===== config.mk =====
export PLATFORM = sky130hd
export DESIGN_NAME = fetch_ctrl
export DESIGN_NICKNAME = d
export VERILOG_FILES = /design/src/rtl/fetch_ctrl.sv
export SDC_FILE = /design/constraint.sdc
export NUM_CORES = 1
export LEC_CHECK = 0
export BUFFER_PORTS_ARGS = -buffer_cell sky130_fd_sc_hd__buf_4
export CAP_MARGIN = 20
export CELL_PAD_IN_SITES_DETAIL_PLACEMENT = 0
export CELL_PAD_IN_SITES_GLOBAL_PLACEMENT = 1
export CORE_MARGIN = 3
export CORE_UTILIZATION = 40
export CTS_BUF_LIST = sky130_fd_sc_hd__clkbuf_4
export DETAILED_ROUTE_END_ITERATION = 7
export GPL_ROUTABILITY_DRIVEN = 0
export MAX_ROUTING_LAYER = met4
export PLACE_DENSITY = 0.92
export SYNTH_ARGS = -nofsm -noshare
export SYNTH_HDL_FRONTEND = slang
export SYNTH_SLANG_ARGS = --single-unit

===== constraint.sdc =====
create_clock -name clk -period 4.3 [get_ports clk]
set_input_delay 0.215 -clock clk [delete_from_list [all_inputs] [get_ports clk]]
set_output_delay 0.215 -clock clk [all_outputs]
set_load 0.03 [all_outputs]

===== src/rtl/fetch_ctrl.sv =====
// Fetch sequencer: owns the PC, issues one instruction-memory request at a time,
// and holds each fetched word for decode until it is accepted or squashed by a redirect.
module fetch_ctrl #(
  parameter int               WIDTH    = 8,
  parameter logic [WIDTH-1:0] RESET_PC = '0,
  parameter int               INSTR_W  = 32
) (
  input  logic               clk,
  input  logic               rst,
  output logic               imem_req,
  output logic [WIDTH-1:0]   imem_addr,
  input  logic               imem_ack,
  input  logic [INSTR_W-1:0] imem_rdata,
  output logic               instr_valid,
  output logic [INSTR_W-1:0] instr,
  output logic [WIDTH-1:0]   instr_pc,
  input  logic               instr_ready,
  input  logic               redirect,
  input  logic [WIDTH-1:0]   redirect_target,
  output logic [WIDTH-1:0]   pc_out
);

  typedef enum logic [1:0] {IDLE, FETCH, HOLD} state_t;

  state_t             r_state, w_state_next;
  logic [WIDTH-1:0]   r_pc, w_pc_next;
  logic [WIDTH-1:0]   r_redir_tgt, w_redir_tgt_next;
  logic               r_redir_pend, w_redir_pend_next;
  logic               r_valid, w_valid_next;
  logic [INSTR_W-1:0] r_instr, w_instr_next;
  logic [WIDTH-1:0]   r_instr_pc, w_instr_pc_next;

  always_ff @(posedge clk or negedge rst) begin
    if (!rst) begin
      r_state      <= IDLE;
      r_pc         <= RESET_PC;
      r_redir_tgt  <= '0;
      r_redir_pend <= 1'b0;
      r_valid      <= 1'b0;
      r_instr      <= '0;
      r_instr_pc   <= '0;
    end else begin
      r_state      <= w_state_next;
      r_pc         <= w_pc_next;
      r_redir_tgt  <= w_redir_tgt_next;
      r_redir_pend <= w_redir_pend_next;
      r_valid      <= w_valid_next;
      r_instr      <= w_instr_next;
      r_instr_pc   <= w_instr_pc_next;
    end
  end

  always_comb begin
    w_state_next      = r_state;
    w_pc_next         = r_pc;
    w_redir_tgt_next  = r_redir_tgt;
    w_redir_pend_next = r_redir_pend;
    w_valid_next      = r_valid;
    w_instr_next      = r_instr;
    w_instr_pc_next   = r_instr_pc;
    case (r_state)
      IDLE: begin
        if (redirect) w_pc_next = redirect_target;
        w_state_next = FETCH;
      end
      FETCH: begin
        if (imem_ack) begin
          if (redirect) begin
            w_pc_next         = redirect_target;
            w_redir_pend_next = 1'b0;
          end else if (r_redir_pend) begin
            w_pc_next         = r_redir_tgt;
            w_redir_pend_next = 1'b0;
          end else begin
            w_instr_next    = imem_rdata;
            w_instr_pc_next = r_pc;
            w_valid_next    = 1'b1;
            w_pc_next       = r_pc + WIDTH'(4);
            w_state_next    = HOLD;
          end
        end else if (redirect) begin
          // The address must stay stable while the request is outstanding, so park the target.
          w_redir_tgt_next  = redirect_target;
          w_redir_pend_next = 1'b1;
        end
      end
      HOLD: begin
        if (redirect) begin
          w_valid_next = 1'b0;
          w_pc_next    = redirect_target;
          w_state_next = FETCH;
        end else if (instr_ready) begin
          w_valid_next = 1'b0;
          w_state_next = FETCH;
        end
      end
      default: w_state_next = IDLE;
    endcase
  end

  assign imem_req    = (r_state == FETCH);
  assign imem_addr   = r_pc;
  assign pc_out      = r_pc;
  assign instr_valid = r_valid;
  assign instr       = r_instr;
  assign instr_pc    = r_instr_pc;

endmodule


==> flow_summary.yaml, run 1 <==
outcome:
  status: "completed"
clocking:
  clk_pin_slew_worst_paths_ns: 0.10
  numCtsBuffers: 9
  cts_sinks: 60
  clkLatencyLatePin_ns: 0.38
  hold_buffers: 2
  cts_root_buf: "clkbuf_4"
  post_cts_resized: 0
  htreeDepth: 3
  cts_setup_buffers: 0
  clockBufferDepth: 2
  cts_tree: "done"
global_routing:
  met3_usage_pct: 3.26
  grt_pass1_wl_um: 9430
  grt_max_degree: 61
  grt_busiest_layer: "met2"
  grt.total_usage_pct: 16.6
  use_met1_pct: 21.7
  grt_pass1_vias: 1852
  gr-usage-met2_pct: 24.5
  grt-ovfl-total: 0
  antenna_found_initial: 0
critical_path:
  critPathRequiredTime_ns: 4.57
  slowest_delay_ns: 0.55
  worstPathArrival_ns: 2.38
  cp_slowest_cell: "dfrtp_1"
  timing.critical_path.cells: "nor2b_4, and3b_4, and2_4, mux2_2"
  startpoint: "r_state[0]"
  endpoint_kind: "flip-flop"
  cp-start-kind: "flip-flop"
  cp_max_fo: 34
  rr_worst_depth: 4
  path_class: "reg2reg"
  r2r_start: "r_state[0]"
synthesis:
  postSynthCellCount: 198
  synthMuxAreaShare_pct: 25.7
  yosys.area.top_type: "dfrtp_1"
  ys_seq_elements: 60
  seq_area_frac_synth_pct: 54.8
  synth.area.top_cells: "dfrtp_1, mux2_4, mux2_2"
  synth_compound_area_share_pct: 6.03
  synth_most_common_cell: "dfrtp_1"
  post_synth.cell_area_avg_um2: 13.8
  synth_top_family_by_area: "multiplexers"
  yosys.area_share.simple_pct: 6.71
  synth_area_um2: 2740
  synth-xor-area-share_pct: 1.28
  yosys_warnings: 0
  syn_nets: 244
  synth_fa_ha_area_share_pct: 0.457
  synth_commonest_cells: "dfrtp_1, mux2_4, mux2_2"
  ys.flop_type: "dfrtp_1"
  synth_edf_count: 0
  synthArstFlopShare_pct: 100
  synth_top_area_share_pct: 54.8
  synth_cell_types: 34
sta:
  relSlewSlack_pct: 50.0
  holdWs_ns: 0.0560
  worstMarginPinSlew_ns: 0.750
  min_period_ns: 2.11
  rsz0062_at_grt: "false"
  slew_viol_final: 0
  hold_viol: 0
  finalSetupTns_ns: 0
  setup_viol: 0
  post-route-period-util_pct: 49.2
  clock_skew_ns: 0.0132
  max_freq_mhz: 473
job:
  cap_violations: 0
drt:
  routed_wl_um: 5940
  antenna_left: 0
  drc: 0
  drtIter0Drc: 49
  first_pass_iters: 4
  avgRoutedWirePerCell_um: 15.7
  vias: 1873
  avgViaCountPerCell: 4.94
floorplanning:
  dieWidth_um: 88.8
  die_h_um: 88.8
  start_util_pct: 42.2
  dieArea_um2: 7880
  io_pins: 103
  core-area_um2: 6490
  row_count: 29
power:
  ir_drop_uv: 311
  p_leak_nw: 1.73
  power_per_cell_area_nw_per_um2: 828
layout:
  nNetsFinal: 344
  drive_gt1_share_pct: 55.6
  antennaDiodeCount: 0
  syn_to_final_growth_pct: 31.1
placement:
  dp_hpwl_um: 4250
  portBuffers: 102
min_path:
  min_path_type: "in2reg"
  holdPathStages: 2
  holdCritStartpoint: "imem_rdata[5]"
==> layout make-up <==
class / count / area (um^2)
Clock buffer: 11 / 82.6
Clock inverter: 4 / 17.5
Fill cell: 553 / 2900
Inverter: 2 / 7.51
Multi-Input combinational cell: 121 / 1100
Sequential cell: 60 / 1500
Tap cell: 77 / 96.3
Timing Repair Buffer: 104 / 786
==> worst paths after layout <==
path                                     to  slack (ns)
worst max-delay path               instr[3]        2.19
worst min-delay path               instr[5]        0.06
worst max register to register     instr[3]        2.19
worst min register to register  instr_pc[2]        0.51
max in group asynchronous          instr[6]        3.35
min in group asynchronous       instr_valid        0.42
==> cells by family (layout without fill, tap and decap cells) <==
kind of cell | after synthesis | after routing
compound gates | 28 | 28
xor+xnor | 4 | 4
fa+ha+maj | 1 | 1
buf+inv | 17 | 121
flops | 60 | 60
mux | 53 | 53
simple gates | 35 | 35
==> registers in the layout, indices dropped and copies added, names as in the netlist <==
| register | count |
|---|---|
| instr | 32 |
| imem_addr | 8 |
| instr_pc | 8 |
| r_redir_tgt | 8 |
| r_state | 2 |
| instr_valid | 1 |
| r_redir_pend | 1 |
==> routing by layer <==
layer	part of all wire (%)	routed length [um]
met3	5.8	343
met2	49	2940
met1	43	2570
met5	0	0
met4	1.5	92
==> through the flow <==
step                      setup WS (ns)  power, mW  area, um^2  cells  util (%)
after floorplan                    2.56       2.14        2740    198         -
after global placement             2.26       2.65        3470    362      53.5
after detailed placement           2.20       2.68        3470    362      53.5
after CTS                          2.19       3.01        3590    379      55.3
after global routing               2.08       3.16        3590    379      55.3
final                              2.19       2.97        3590    379      55.3
==> critical path, delay by kind of cell, from the launching register on <==
kind | cells | cell delay (ns)
DFF | 1 | 0.55
muxes | 1 | 0.40
and+or+nand+nor | 3 | 1.01
==> cells in the final DEF (no fill, tap or decap), drive strengths merged <==
cell type and instances:
a21oi 5, a22o 1, a22oi 2, a31oi 5, and2 1, and3b 1, buf 102, clkbuf 11
clkinv 5, dfrtp 60, dlygate4sd3 2, ha 1, inv 1, mux2 49, mux2i 4, nand2 12
nand2b 3, nand3 5, nor2 8, nor2b 3, nor3b 1, o211ai 1, o21a 1, o21ai 10
o22ai 2, o31ai 1, or2b 1, xnor2 3, xor2 1
==> power breakdown <==
part / internal [mW] / switching, mW / total [mW]
Clock: 0.124 / 0.190 / 0.314
Sequential: 0.835 / 0.227 / 1.06
Combinational: 0.727 / 0.871 / 1.60
Total: 1.69 / 1.29 / 2.97
No activity file was read; power rests on OpenSTA's default activity.
==> run 2, diff against run 1 <==
Settings changed: ABC_AREA from default to 1, CORE_UTILIZATION 40 to 33, PLACE_DENSITY 0.92 to 0.88.
Clock period 4.3 ns to 1.7 ns, I/O delays scaled along.
==> run 2 against run 1 <==
Effect of this change: area after synthesis decreased by 2.1%; non-clock buffer count increased by 49; design area increased by 13%; via count increased by 34%.
==> flow_summary.yaml, run 2 <==
clocking:
  clkLatencyLatePin_ns: 0.41
  cts_setup_buffers: 0
  cts_sinks: 60
  cts_root_buf: "clkbuf_4"
  htreeDepth: 3
  cts_tree: "done"
  post_cts_resized: 0
  numCtsBuffers: 9
  clk_pin_slew_worst_paths_ns: 0.11
  clockBufferDepth: 2
sta:
  setup_viol: 0
  max_freq_mhz: 668
  clock_skew_ns: 0.0131
  slew_viol_final: 0
  rsz0062_at_grt: "false"
  min_period_ns: 1.50
  worstMarginPinSlew_ns: 0.746
  post-route-period-util_pct: 88.0
  hold_viol: 0
  relSlewSlack_pct: 50.3
  finalSetupTns_ns: 0
  layout_setup_ws_ns: 0.204
global_routing:
  grt_pass1_wl_um: 11300
  grt-ovfl-total: 0
  grt_pass1_vias: 2378
  grt_max_degree: 61
  grt.total_usage_pct: 16.5
  antenna_found_initial: 0
placement:
  portBuffers: 102
  pre_cts_ws_ns: 0.212
  dp_hpwl_um: 4780
layout:
  syn_to_final_growth_pct: 51.7
  antennaDiodeCount: 0
  largest_reg_flops: 32
  mostFrequentLayoutCells: "buf_4, nand2_1, dfrtp_1"
  drive_gt1_share_pct: 30.3
  final_common_cell: "buf_4"
  nNetsFinal: 497
power:
  power_frac_comb_pct: 52.9
  p_sw_mw: 3.50
  p_seq_share_pct: 33.9
  p_int_mw: 3.96
  ir_drop_uv: 771
  p_clk_share_pct: 13.1
  power_per_cell_area_nw_per_um2: 1830
  switching_share_pct: 47.0
  p_leak_nw: 2.14
synthesis:
  synth_most_common_cell: "nand2_1"
  synth_cell_types: 30
  ys.flop_type: "dfrtp_1"
  synth_top_family_by_area: "simple AND/OR/NAND/NOR gates"
  yosys.area.top_type: "dfrtp_1"
  post_synth.cell_area_avg_um2: 8.65
  synth-xor-area-share_pct: 0
  yosys.area_share.simple_pct: 23.8
  synth_commonest_cells: "nand2_1, dfrtp_1, nand3_1"
  synth_area_um2: 2680
  synthMuxAreaShare_pct: 0
  yosys_warnings: 0
  synthArstFlopShare_pct: 100
  ys_seq_elements: 60
  synth_edf_count: 0
  seq_area_frac_synth_pct: 56.0
  synth_top_area_share_pct: 56.0
  synth.area.top_cells: "dfrtp_1, nand2_1, nand3_1"
  synth_fa_ha_area_share_pct: 0.467
  synth_compound_area_share_pct: 10.5
  postSynthCellCount: 310
  syn_nets: 356
critical_path:
  rr_worst_depth: 6
  r2r_start: "r_state[0]"
  endpoint_kind: "flip-flop"
  critPathRequiredTime_ns: 1.97
  path_class: "reg2reg"
  slowest_delay_ns: 0.45
  reg2reg_slack_ns: 0.20
  timing.critical_path.cells: "inv_2, nor2_4, nand2_2, or2_1, nor2_1, a21oi_2"
  cp_slowest_cell: "or2_1"
  cp-start-kind: "flip-flop"
  r2r-end: "r_redir_tgt[1]"
  path_buf_inv: 1
  worstPathArrival_ns: 1.76
  cp_max_fo: 16
  crit_family: "simple AND/OR/NAND/NOR gates"
floorplanning:
  start_util_pct: 34.3
  dieWidth_um: 96.1
  die_h_um: 96.1
  io_pins: 103
  dieArea_um2: 9240
  core-area_um2: 7810
  row_count: 32
job:
  cap_violations: 0
drt:
  avgRoutedWirePerCell_um: 13.0
  avgViaCountPerCell: 4.51
  drtIter0Drc: 157
  first_pass_iters: 4
  antenna_left: 0
  routed_wl_um: 7260
  vias: 2518
  drc: 0
min_path:
  min_path_type: "in2async"
outcome:
  status: "completed"
[run 2: cell types whose count changed after synthesis, sizes merged, moves of 4 or more]
| cell | previous run | this run |
|---|---|---|
| a21oi | 5 | 11 |
| a31oi | 5 | 1 |
| buf | 15 | 21 |
| inv | 1 | 25 |
| mux2 | 49 | 0 |
| mux2i | 4 | 0 |
| nand2 | 12 | 93 |
| nand3 | 5 | 37 |
| nor2 | 8 | 20 |
| o21ai | 10 | 30 |
[run 2: cells by family after synthesis]
kind of cell | after synthesis
and+or+nand+nor | 153
DFF | 60
buffers and inverters | 49
AOI/OAI and AO/OA | 47
adders and majority gates | 1
[run 2: cell type report]
cell class              instances  area [um^2]
multi-input cells             201          933
flip-flops and latches         60         1500
clock inverters                 7         67.6
fillers                       740         3740
inverters                      26         97.6
well taps                     102          128
clock buffers                   9         67.6
repair buffers                153         1270
[run 2: how the worst max path moves through the flow]
stage	startpoint	end	slack (ns)	cells past startpoint
2_1_floorplan	r_state[1]	imem_addr[6]	0.29	7
5_1_grt	r_state[0]	r_redir_tgt[1]	0.07	6
3_3_place_gp	r_state[1]	r_redir_tgt[1]	0.31	5
4_1_cts	r_state[0]	r_redir_tgt[1]	0.20	6
6_report	r_state[0]	r_redir_tgt[1]	0.20	6
3_5_place_dp	r_state[0]	r_redir_tgt[1]	0.21	6
[run 2: what timing repair did]
action | 4_1_cts | 5_1_grt
endpoints found under the hold margin | 106 | 0
setup endpoints to repair | 0 | 0
hold buffers | 44 | 0
[run 2: power groups by stage]
stage | logic, mW | registers [mW] | clock network, mW
2_1_floorplan | 1.39 | 3.63 | 0
3_3_place_gp | 3.85 | 2.53 | 0
3_5_place_dp | 3.89 | 2.54 | 0
4_1_cts | 3.98 | 2.52 | 1.03
5_1_grt | 4.25 | 2.62 | 1.09
6_report | 3.95 | 2.53 | 0.981
[run 2: routing by layer]
layer	GRT usage [%]	part of all wire, %
met5	-	0
met4	8.65	2.1
met3	3.05	4.2
met2	25.2	51
met1	20.7	43
[run 2: per-stage QoR]
stage / power, mW / hold slack (ns) / util [%] / cells / instance area, um^2
6_report: 7.46 / 0.282 / 52.1 / 558 / 4070
5_1_grt: 7.96 / 0.337 / 52.1 / 558 / 4070
4_1_cts: 7.53 / 0.284 / 52.1 / 558 / 4070
3_5_place_dp: 6.44 / 0.208 / 44.7 / 498 / 3490
3_3_place_gp: 6.38 / 0.207 / 44.7 / 498 / 3490
2_1_floorplan: 5.01 / -0.211 / - / 310 / 2680
==> run 3, diff against run 2 <==
Settings changed: ABC_AREA 1 to default, CORE_UTILIZATION 33 to 36, TNS_END_PERCENT from default to 1.
==> run 3 against run 2 <==
Effect of this change: design area up 4.0%; first-iteration DRC count down 61%; via count down 17%; wire length down 6.4%; maximum frequency down 7.6%; count of clock-buffer cells in the layout up 1; utilization up 5.6 points; register-to-register slack worse by 0.12 ns; largest power group unchanged.
==> flow_summary.yaml, run 3 (synthesis gave the netlist of run 1 again) <==
clocking:
  cts_sinks: 60
  htreeDepth: 3
  clockBufferDepth: 2
  numCtsBuffers: 9
  cts_tree: "done"
  clk_pin_slew_worst_paths_ns: 0.10
  cts_root_buf: "clkbuf_4"
  clkLatencyLatePin_ns: 0.39
layout:
  drive_gt1_share_pct: 51.5
  largest_reg_flops: 32
  multiInputGateArea_um2: 1100
  final_area_um2: 4230
  syn_to_final_growth_pct: 54.4
  seqCellArea_um2: 1500
  antennaDiodeCount: 0
  mostFrequentLayoutCells: "buf_4, dfrtp_1, dlygate4sd3_1"
  nNetsFinal: 400
  n_fill_cell: 617
  final_common_cell: "buf_4"
critical_path:
  cp-start-kind: "flip-flop"
  cp_max_fo: 5
  path_class: "reg2reg"
  timing.critical_path.cells: "nor2b_4, and3b_4, and2_4, buf_4, mux2_2"
  slowest_delay_ns: 0.45
  crit_family: "simple AND/OR/NAND/NOR gates"
  worstPathArrival_ns: 1.89
  critPathRequiredTime_ns: 1.97
  endpoint_kind: "flip-flop"
  cp_slowest_cell: "dfrtp_2"
  path_buf_inv: 1
floorplanning:
  io_pins: 103
  dieArea_um2: 8690
  start_util_pct: 37.4
  core-area_um2: 7330
  row_count: 31
  die_h_um: 93.2
  dieWidth_um: 93.2
sta:
  min_period_ns: 1.62
  rsz0062_at_grt: "false"
  hold_viol: 0
  worstMarginPinSlew_ns: 0.763
  clock_skew_ns: 0.00932
  relSlewSlack_pct: 49.2
  max_freq_mhz: 618
  slew_viol_final: 0
  layout_setup_ws_ns: 0.0808
  post-route-period-util_pct: 95.2
  setup_viol: 0
job:
  cap_violations: 0
drt:
  routed_wl_um: 6800
  drtIter0Drc: 62
  antenna_left: 0
  drc: 0
  avgViaCountPerCell: 4.59
  first_pass_iters: 4
  vias: 2102
  avgRoutedWirePerCell_um: 14.8
global_routing:
  antenna_found_initial: 0
  grt-ovfl-total: 0
  grt_pass1_wl_um: 11000
  grt.total_usage_pct: 16.9
  grt_max_degree: 61
  grt_pass1_vias: 2212
power:
  switching_share_pct: 41.6
  p_leak_nw: 2.01
  p_int_mw: 4.75
  power_per_cell_area_nw_per_um2: 1920
  power_frac_comb_pct: 54.1
  p_clk_share_pct: 13.7
  p_seq_share_pct: 32.2
  ir_drop_uv: 952
  p_sw_mw: 3.38
min_path:
  min_path_type: "in2async"
placement:
  place_area_um2: 3590
  portBuffers: 102
  dp_hpwl_um: 4570
  pre_cts_ws_ns: 0.0540
outcome:
  status: "completed"
[run 3: cell count changes in the layout (fill, tap and decap cells not counted), moves of 4 or more]
cell / change
nand2_1: -80
nand3_1: -32
mux2_4: +30
inv_1: -22
mux2_2: +19
o21ai_0: -12
nor2_1: -11
buf_4: +6
o21ai_2: -6
a31oi_1: +4
mux2i_1: +4
[run 3: repair_timing]
item / 4_1_cts / 5_1_grt
hold buffers: 44 / 0
gates resized for setup: 0 / 1
setup endpoints to repair: 0 / 23
buffers inserted: 0 / 2
hold endpoints to repair: 105 / 0
[run 3: final cells by class]
cell class / count / share of cell area (%)
clock inverters: 6 / 1.86
clock buffers: 10 / 1.77
flip-flops and latches: 60 / 35.5
well taps: 99 / 2.93
inverters: 2 / 0.177
multi-input cells: 121 / 26.0
repair buffers: 160 / 31.7
[run 3: final timing paths]
path,startpoint,endpoint,slack (ns),cells past startpoint
worst max register to register,r_state[1],instr[2],0.08,5
worst min-delay path,rst,r_redir_tgt[6],0.28,2
worst max-delay path,r_state[1],instr[2],0.08,5
min in group clk,instr_ready,r_state[1],0.41,3
worst min register to register,instr_pc[7],instr_pc[7],0.52,1
max in group asynchronous,rst,instr_pc[2],0.88,2
[run 3: layer usage]
| metal | wire (um) | up-vias | GRT usage, % |
|---|---|---|---|
| met5 | 0 | - | - |
| met1 | 2810 | 1031 | 19.7 |
| met2 | 3610 | 58 | 28.5 |
| li1 | - | 1002 | - |
| met4 | 121 | 0 | 7.08 |
| met3 | 255 | 11 | 3.46 |
[run 3: power by group through the flow]
stage          Sequential (mW)  Combinational [mW]  Clock [mW]
2_1_floorplan             3.74                1.68           0
3_3_place_gp              2.60                4.24           0
3_5_place_dp              2.63                4.32           0
4_1_cts                   2.63                4.41        1.15
5_1_grt                   2.73                4.67        1.21
6_report                  2.62                4.40        1.11
[run 3: stage by stage]
stage | setup TNS (ns) | utilization (%) | hold WS (ns) | std cells | total power [mW]
after global placement | 0 | 49.0 | 0.205 | 395 | 6.85
final | 0 | 57.7 | 0.282 | 458 | 8.13
after global routing | 0 | 57.7 | 0.342 | 458 | 8.61
after CTS | 0 | 57.1 | 0.301 | 455 | 8.19
after floorplan | -1.17 | - | -0.211 | 198 | 5.41
after detailed placement | 0 | 49.0 | 0.209 | 395 | 6.95
[run 3: worst register-to-register path, delay by kind of cell, from the launching register on]
family,cells,cell delay (ns)
AND/OR/NAND/NOR,3,0.55
flip-flops,1,0.45
multiplexers,1,0.34
buffers and inverters,1,0.17
